$ cat config.mk
export PLATFORM = sky130hd
export DESIGN_NAME = systolic_instr_sequencer
export DESIGN_NICKNAME = d
export VERILOG_FILES = /design/src/rtl/systolic_seq_pkg.sv /design/src/rtl/seq_phase_counter.sv /design/src/rtl/systolic_instr_sequencer.sv
export SDC_FILE = /design/constraint.sdc
export NUM_CORES = 1
export LEC_CHECK = 0
export ABC_AREA = 1
export CAP_MARGIN = 20
export CORE_MARGIN = 5
export CORE_UTILIZATION = 50
export DETAILED_ROUTE_END_ITERATION = 7
export PLACE_DENSITY = 0.81
export SETUP_SLACK_MARGIN = 0.4
export SLEW_MARGIN = 40
export SYNTH_ARGS = -nofsm -noshare
export SYNTH_HDL_FRONTEND = slang
export SYNTH_SLANG_ARGS = --single-unit
$ cat constraint.sdc
create_clock -name clk -period 1.7 [get_ports clk]
set_input_delay 0.255 -clock clk [delete_from_list [all_inputs] [get_ports clk]]
set_output_delay 0.255 -clock clk [all_outputs]
set_load 0.1 [all_outputs]
$ cat src/rtl/systolic_seq_pkg.sv
// Shared opcodes, instruction field positions and FSM state type for the systolic instruction sequencer.
package systolic_seq_pkg;

  localparam logic [3:0] OP_NOP     = 4'h0;
  localparam logic [3:0] OP_LOAD_W  = 4'h1;
  localparam logic [3:0] OP_LOAD_IN = 4'h2;
  localparam logic [3:0] OP_COMPUTE = 4'h3;
  localparam logic [3:0] OP_STORE   = 4'h4;
  localparam logic [3:0] OP_HALT    = 4'hF;

  localparam int OPCODE_LSB = 60;
  localparam int ADDR_LSB   = 44;
  localparam int LEN_LSB    = 32;
  localparam int RSVD_MSB   = 31;

  typedef enum logic [2:0] {
    S_IDLE,
    S_DECODE,
    S_LOAD_W,
    S_LOAD_IN,
    S_COMPUTE,
    S_DRAIN,
    S_STORE,
    S_HALTED
  } seqState_e;

  // A full diagonal flush of an N x N array takes 2N-1 cycles.
  function automatic int DRAIN_CYCLES(input int arrayDim);
    return 2 * arrayDim - 1;
  endfunction

endpackage

$ cat src/rtl/seq_phase_counter.sv
// Loadable down-counter; done_o marks the final cycle of the phase being counted.
module seq_phase_counter #(
  parameter int CNT_W = 12
) (
  input  logic             clk,
  input  logic             rst,
  input  logic             load_i,
  input  logic [CNT_W-1:0] loadVal_i,
  input  logic             dec_i,
  output logic             done_o
);

  logic [CNT_W-1:0] cnt_q;

  always_ff @(posedge clk) begin
    if (rst) begin
      cnt_q <= '0;
    end else if (load_i) begin
      cnt_q <= loadVal_i;
    end else if (dec_i && (cnt_q != '0)) begin
      cnt_q <= cnt_q - CNT_W'(1);
    end
  end

  assign done_o = (cnt_q == CNT_W'(1));

endmodule

$ cat src/rtl/systolic_instr_sequencer.sv
// Fetches one instruction at a time and steps the systolic array through load/compute/drain/store.
// Optional performance counters are enabled with the SEQ_PERF_CNT_EN macro.
module systolic_instr_sequencer
  import systolic_seq_pkg::*;
#(
  parameter int ARRAY_DIM = 8,
  parameter int ADDR_W    = 16,
  parameter int LEN_W     = 12
) (
  input  logic              clk,
  input  logic              rst,
  input  logic              instr_valid,
  input  logic [63:0]       instr_in,
  output logic              instr_ready,
  output logic [ADDR_W-1:0] mem_addr,
  output logic              weight_load_en,
  output logic              act_load_en,
  output logic              compute_en,
  output logic              drain_en,
  output logic              store_en,
  output logic              busy,
  output logic              halted,
  output logic              err_illegal
`ifdef SEQ_PERF_CNT_EN
  ,
  output logic [31:0]       perf_compute_cycles,
  output logic [15:0]       perf_instr_count
`endif
);

  localparam int CNT_W = (LEN_W > $clog2(2 * ARRAY_DIM)) ? LEN_W : $clog2(2 * ARRAY_DIM);
  localparam logic [CNT_W-1:0] DRAIN_LOAD = CNT_W'(DRAIN_CYCLES(ARRAY_DIM));
  localparam logic [CNT_W-1:0] DIM_LOAD   = CNT_W'(ARRAY_DIM);

  seqState_e         state_q;
  logic [3:0]        opcode_q;
  logic [ADDR_W-1:0] addr_q;
  logic [LEN_W-1:0]  len_q;
  logic [ADDR_W-1:0] memAddr_q;
  logic              weightEn_q, actEn_q, computeEn_q, drainEn_q, storeEn_q;
  logic              halted_q, errIllegal_q;

  logic              cntLoad, cntDec, cntDone;
  logic [CNT_W-1:0]  cntLoadVal;
  logic              opLegal, lenZero;
  logic              unusedReserved;

  assign unusedReserved = ^instr_in[RSVD_MSB:0];
  assign opLegal = opcode_q inside {OP_NOP, OP_LOAD_W, OP_LOAD_IN, OP_COMPUTE, OP_STORE, OP_HALT};
  assign lenZero = (len_q == '0);

  // The counter is armed in DECODE and re-armed with the drain length when compute finishes.
  always_comb begin
    cntLoad    = 1'b0;
    cntDec     = 1'b0;
    cntLoadVal = CNT_W'(len_q);
    case (state_q)
      S_DECODE: begin
        cntLoad = 1'b1;
        if ((opcode_q == OP_LOAD_W) && (CNT_W'(len_q) > DIM_LOAD)) cntLoadVal = DIM_LOAD;
      end
      S_COMPUTE: begin
        if (cntDone) begin
          cntLoad    = 1'b1;
          cntLoadVal = DRAIN_LOAD;
        end else begin
          cntDec = 1'b1;
        end
      end
      S_LOAD_W, S_LOAD_IN, S_STORE, S_DRAIN: cntDec = 1'b1;
      default: ;
    endcase
  end

  seq_phase_counter #(.CNT_W(CNT_W)) u_phaseCnt (
    .clk      (clk),
    .rst      (rst),
    .load_i   (cntLoad),
    .loadVal_i(cntLoadVal),
    .dec_i    (cntDec),
    .done_o   (cntDone)
  );

  always_ff @(posedge clk) begin
    if (rst) begin
      state_q      <= S_IDLE;
      opcode_q     <= '0;
      addr_q       <= '0;
      len_q        <= '0;
      memAddr_q    <= '0;
      weightEn_q   <= 1'b0;
      actEn_q      <= 1'b0;
      computeEn_q  <= 1'b0;
      drainEn_q    <= 1'b0;
      storeEn_q    <= 1'b0;
      halted_q     <= 1'b0;
      errIllegal_q <= 1'b0;
    end else begin
      case (state_q)
        S_IDLE: begin
          if (instr_valid && instr_ready) begin
            opcode_q <= instr_in[OPCODE_LSB +: 4];
            addr_q   <= instr_in[ADDR_LSB +: ADDR_W];
            len_q    <= instr_in[LEN_LSB +: LEN_W];
            state_q  <= S_DECODE;
          end
        end
        S_DECODE: begin
          if (!opLegal) begin
            errIllegal_q <= 1'b1;
            state_q      <= S_IDLE;
          end else if (opcode_q == OP_HALT) begin
            halted_q <= 1'b1;
            state_q  <= S_HALTED;
          end else if ((opcode_q == OP_NOP) || lenZero) begin
            state_q <= S_IDLE;
          end else begin
            memAddr_q <= addr_q;
            case (opcode_q)
              OP_LOAD_W:  begin weightEn_q  <= 1'b1; state_q <= S_LOAD_W;  end
              OP_LOAD_IN: begin actEn_q     <= 1'b1; state_q <= S_LOAD_IN; end
              OP_COMPUTE: begin computeEn_q <= 1'b1; state_q <= S_COMPUTE; end
              default:    begin storeEn_q   <= 1'b1; state_q <= S_STORE;   end
            endcase
          end
        end
        S_LOAD_W, S_LOAD_IN, S_STORE: begin
          memAddr_q <= memAddr_q + ADDR_W'(1);
          if (cntDone) begin
            weightEn_q <= 1'b0;
            actEn_q    <= 1'b0;
            storeEn_q  <= 1'b0;
            state_q    <= S_IDLE;
          end
        end
        S_COMPUTE: begin
          if (cntDone) begin
            computeEn_q <= 1'b0;
            drainEn_q   <= 1'b1;
            state_q     <= S_DRAIN;
          end
        end
        S_DRAIN: begin
          if (cntDone) begin
            drainEn_q <= 1'b0;
            state_q   <= S_IDLE;
          end
        end
        S_HALTED: ;
        default: state_q <= S_IDLE;
      endcase
    end
  end

  assign instr_ready    = (state_q == S_IDLE) && !halted_q;
  assign busy           = (state_q != S_IDLE) && (state_q != S_HALTED);
  assign mem_addr       = memAddr_q;
  assign weight_load_en = weightEn_q;
  assign act_load_en    = actEn_q;
  assign compute_en     = computeEn_q;
  assign drain_en       = drainEn_q;
  assign store_en       = storeEn_q;
  assign halted         = halted_q;
  assign err_illegal    = errIllegal_q;

`ifdef SEQ_PERF_CNT_EN
  logic [31:0] perfCycles_q;
  logic [15:0] perfInstr_q;
  logic        retire;

  // Dropped illegal instructions never retire; NOP/HALT retire straight from DECODE.
  assign retire = ((state_q == S_DECODE) && opLegal &&
                   ((opcode_q == OP_NOP) || (opcode_q == OP_HALT) || lenZero)) ||
                  (cntDone && (state_q inside {S_LOAD_W, S_LOAD_IN, S_STORE, S_DRAIN}));

  always_ff @(posedge clk) begin
    if (rst) begin
      perfCycles_q <= '0;
      perfInstr_q  <= '0;
    end else begin
      if ((computeEn_q || drainEn_q) && (perfCycles_q != 32'hFFFF_FFFF)) begin
        perfCycles_q <= perfCycles_q + 32'd1;
      end
      if (retire) perfInstr_q <= perfInstr_q + 16'd1;
    end
  end

  assign perf_compute_cycles = perfCycles_q;
  assign perf_instr_count    = perfInstr_q;
`endif

endmodule

* After elaboration in Yosys (flattened, before gate mapping)
Index checks and enable logic that the tools add are counted.
Word-level totals: bits in registers 70, input port bits 67, word-level logic and storage cells 117
Operators by class: add/sub/neg operators 2, magnitude comparators 1, eq/ne operators 25, mux-type cells 44, bitwise logic cells 1, reductions and logical operators 31
Operators with widths (count):
- two-way mux 12 bit | 4
- two-way mux 16 bit | 3
- one-hot mux 16 bit (2 select lines) | 1
- one-hot mux 12 bit (2 select lines) | 1
- AND reduction 6 bit | 4
- inequality test 2 bit (second input constant) | 11
- two-way mux 1 bit | 20
- two-way mux 3 bit | 6
- adder 16 x 1 -> 16 bit (second input constant) | 1
- one-hot mux 1 bit (2 select lines) | 7
- == test 12 x 1 -> 1 bit (second input constant) | 1
- greater-than comparator 12 x 4 -> 1 bit (second input constant) | 1
- zero test 12 bit | 1
- one-hot mux 3 bit (4 select lines) | 1
- nonzero test 12 bit | 1
- subtractor 12 x 1 -> 12 bit (second input constant) | 1
- == test 3 bit (second input constant) | 3
- one-hot mux 3 bit (3 select lines) | 1
- == test 4 x 2 -> 1 bit (second input constant) | 2
- AND reduction 4 bit | 2
- nonzero test 2 bit | 4
- == test 3 x 2 -> 1 bit (second input constant) | 2
- AND reduction 3 bit | 2
- nonzero test 6 bit | 1
- other kinds (17) | 23

* Longest topological paths before layout
word-level depth 7, depth in mapped cells 14, gate-level depth less buffers 13

* Hierarchy
Synthesis repeated with hierarchy kept, for this count alone.
Second synthesis, totals: cell total of the unflattened synthesis 592, area, all modules 3836.2 um^2
By module, submodules not included:
- systolic_instr_sequencer | instances 1, cells an instance 442, area an instance 2934.1 um^2, sequential area each 1161.1 um^2
- seq_phase_counter | instances 1, cells an instance 150, area an instance 902.1 um^2, sequential area each 240.2 um^2

* Worst setup path after synthesis
No wires, ideal clock.
path kind flip-flop to flip-flop, start register halted_q (netlist: halted), end register addr_q[10], arrival time 2.332 ns, required time 1.628 ns, path slack -0.704 ns, cell stages (with the launch flop) 5, clock period less this slack 2.404 ns, path through dfxtp_1 nor3_2 clkbuf_1 nand3_1 a21oi_1
Between the ends: longest elaborated chain between the ends 4
RTL lines:
- start, declared | line systolic_instr_sequencer.sv:41 | logic halted_q, errIllegal_q;
- start signal, assigned | line systolic_instr_sequencer.sv:96 | halted_q <= 1'b0;
- start signal, assigned | line systolic_instr_sequencer.sv:113 | halted_q <= 1'b1;
- zero test 1 bit | line systolic_instr_sequencer.sv:155 | assign instr_ready = (state_q == S_IDLE) && !halted_q;
- logical AND 1 bit | line systolic_instr_sequencer.sv:155
- named net instr_ready | line systolic_instr_sequencer.sv:14 | output logic instr_ready,
- logical AND 1 bit | line systolic_instr_sequencer.sv:101 | if (instr_valid && instr_ready) begin
- AND reduction 2 bit (no source line)
- end signal, assigned | line systolic_instr_sequencer.sv:103 | addr_q <= instr_in[ADDR_LSB +: ADDR_W];
- end, declared | line systolic_instr_sequencer.sv:37 | logic [ADDR_W-1:0] addr_q;
The timed path passes the listed nets, and every way through them passes these cells. A chain may end at the register's enable or synchronous reset.

* Final worst setup path
start register len_q[6], end register storeEn_q (netlist: store_en)
Between the ends: longest elaborated chain between the ends 4
RTL lines:
- start, declared | line systolic_instr_sequencer.sv:38 | logic [LEN_W-1:0] len_q;
- start signal, assigned | line systolic_instr_sequencer.sv:104 | len_q <= instr_in[LEN_LSB +: LEN_W];
- zero test 12 bit | line systolic_instr_sequencer.sv:50 | assign lenZero = (len_q == '0);
- logical OR 1 bit | line systolic_instr_sequencer.sv:115 | end else if ((opcode_q == OP_NOP) || lenZero) begin
- inequality test 2 bit (no source line)
- AND reduction 6 bit (no source line)
- end signal, assigned | line systolic_instr_sequencer.sv:95 | storeEn_q <= 1'b0;
- end signal, assigned | line systolic_instr_sequencer.sv:123 | default: begin storeEn_q <= 1'b1; state_q <= S_STORE; end
- end signal, assigned | line systolic_instr_sequencer.sv:132 | storeEn_q <= 1'b0;
- end, declared | line systolic_instr_sequencer.sv:40 | logic weightEn_q, actEn_q, computeEn_q, drainEn_q, storeEn_q;
Every way passes these cells.

==> metrics.csv <==
metric;value;unit
status;finished with violations;
failed_checks;DRC, setup timing;
cts.sinks;70;
place.gp.congestion;0.982;
port_buffers;59;
rows;31;
ys_warn_count;0;
ir_worst_vdd;0.00135;V
yosysTopAreaCell;dfxtp_1;
drtIter0Drc;904;
synth_top_family_by_area;simple AND/OR/NAND/NOR gates;
synth_ff_type;dfxtp_1;
clkSlewWorstSetupHoldPaths;90;ps
grt_pass1_vias;4912;
synthMuxAreaShare;0;%
setup_ws;-175;ps
start_util;51.5;%
synth-xor-area-share;1.63;%
crit_path_frequent_cell;nand2_1;
viasPerCell;6.87;
fin_tns_setup;-3330;ps
grt_usage;32.2;%
dp.cells;740;
pre_cts_slack;46.4;ps
start_kind;flip-flop;
design.die.area;9340;µm²
cp_num_cells;10;
diodes;0;
htree_levels;3;
area_growth;69.9;%
power.leakage;2.61;nW
dr.pass1.iters;8;
syn_avg_cell_area;6.48;µm²
synth-seq-area-share;37.3;%
route.detailed.drc;1;
setup_viol_count_final;50;
critical_path_buf_inv_count;1;
finalWirelength;20.5;mm
cpMaxStageDelayCell;dfxtp_1;
drive_gt1_share;41.6;%
clockRootBuffer;clkbuf_8;
synthTopCellsByArea;dfxtp_1 (37%), nand2_1 (14%), a21oi_1 (7.9%);
antenna_found_initial;0;
synthSimpleGateAreaFrac;34.7;%
fmax;533;MHz
finClkSkew;18.3;ps
min_path_cells;3;
holdWs;459;ps
critical_path_arrival;2180;ps
reg2regPathDepth;10;
cap_violations;0;
multi_input_area;2620;µm²
wl_per_cell;25.5;µm
fillers;296;
synth.top_cell.area_share;37.3;%
hold_viol;0;
grt_first_pass_wirelength;24.6;mm
power;13.8;mW
synth_fa_ha_area_share;1.00;%
synth_most_common_cell;nand2_1;
cp_cell_sequence;nor2_1 > nand2_1 > nor2_2 > nand2_1 > nand2_1 > nand2_4 > buf_6 > nand4_1 > nand2_1 > a21oi_2;
critical_path_class;reg2reg;
layout_min_cycle_time;1880;ps
die_w;96.6;µm
dp.final_hpwl;7.97;mm
rsz0062_at_grt;yes;
netlist_area;3750;µm²
final_net_count;770;
antenna_left;0;
clk_path_buf_depth;2;
crit_family;simple AND/OR/NAND/NOR gates;
synth-edff-count;0;
synth-seq-cells;70;
slew_viol_final;0;
grt_max_degree;26;
synth_compound_area_share;16.4;%
clkLatencyLatePin;380;ps
cts_buffers;9;
syn_inst;579;
worstPathRequired;2000;ps
regArea;1480;µm²
cpPeakStageDelay;340;ps
fin_cells;804;
synth_nets;649;
path_max_fanout;6;
synth_commonest_cells;nand2_1 (136), nor2_1 (72), dfxtp_1 (70);
powerDensity;2170;nW/µm²
tightest_slew;433;ps
die_h;96.6;µm
cts_tree;built;
gr-total-overflow;0;
post-route-period-util;110;%
async_flop_share;0;%
io_pins;92;
core_region_area;7290;µm²
max_slew_margin;70.9;%
vias;5521;
synth_cell_types;36;
end_kind;flip-flop;
hold_path.class;in2reg;
==> worst reg2reg max path, delay by kind of cell (launching register included) <==
kind	cells	cell delay, ps
simple gates	8	1120
flops	1	340
buf+inv	1	140
compound gates	1	210
==> path summary, 6_finish.rpt <==
path	from	end	slack [ps]
setup / recovery	len_q[6]	store_en	-180
hold / removal	instr_in[39]	len_q[7]	460
setup reg to reg	len_q[6]	store_en	-180
hold reg to reg	addr_q[9]	addr_q[9]	480
==> placed cells by master (no fill, tap or decap), types with 4 or more instances in the layout <==
master,instances
nand2_2,29
o21ai_2,16
nor2_1,50
xor2_1,4
o21ai_1,21
buf_16,4
inv_1,46
o21ai_0,16
buf_12,30
dfxtp_1,38
inv_6,4
dfxtp_2,16
nor2_4,9
nand3_1,45
a21oi_2,21
nand4_1,9
a21oi_1,38
buf_4,37
nand2_4,16
buf_6,23
dfxtp_4,16
clkdlybuf4s50_1,34
nand2_1,95
nor2_2,15
inv_2,4
nor3_4,4
clkbuf_8,11
nand3_2,10
==> kinds of logic (layout without fill, tap and decap cells) <==
group / after synthesis / count (layout)
xor gates and xnor gates: 7 / 7
adders and majority gates: 3 / 3
buffers and inverters: 81 / 207
and+or+nand+nor: 298 / 298
DFF: 70 / 70
AOI/OAI and AO/OA: 120 / 120
==> area by class of cell <==
type                            instances  share of cell area [%]
Multi-Input combinational cell        428                    41.0
Timing Repair inverter                  1                   0.137
Timing Repair Buffer                  132                    26.3
Sequential cell                        70                    23.2
Tap cell                               99                    1.94
Clock inverter                          5                   0.903
Clock buffer                           11                    2.38
Inverter                               58                    4.08
==> flip-flops by register name, indices dropped and copies added, names as in the netlist, 3 cells and up <==
register          flops
opcode_q              4
state_q               3
len_q                12
u_phaseCnt.cnt_q     12
addr_q               16
mem_addr             16
==> timing repair <==
item,CTS,global route
resized for setup,122,85
pin swaps,17,32
setup buffers,27,12
hold buffers,0,0
setup endpoints to repair,65,70
cloned,7,2
==> stage by stage <==
stage / cell area [µm²] / util (%)
detailed placement: 5030 / 69.0
global route: 6370 / 87.4
floorplan: 3970 / -
global placement: 5030 / 69.0
finish: 6370 / 87.4
CTS: 5960 / 81.7
==> per-layer routing <==
metal,GRT usage [%],vias up,part of all wire [%]
met1,35.5,2486,31
met5,0,-,0
met4,22.8,0,12
met3,10.3,259,14
li1,-,2144,-
met2,52.1,632,43
==> where the power goes <==
group	internal, mW	switching [mW]	total (mW)
Combinational	3.60	5.81	9.41
Clock	0.758	0.735	1.49
Sequential	2.21	0.716	2.93
(Power assumes the default switching activity.)
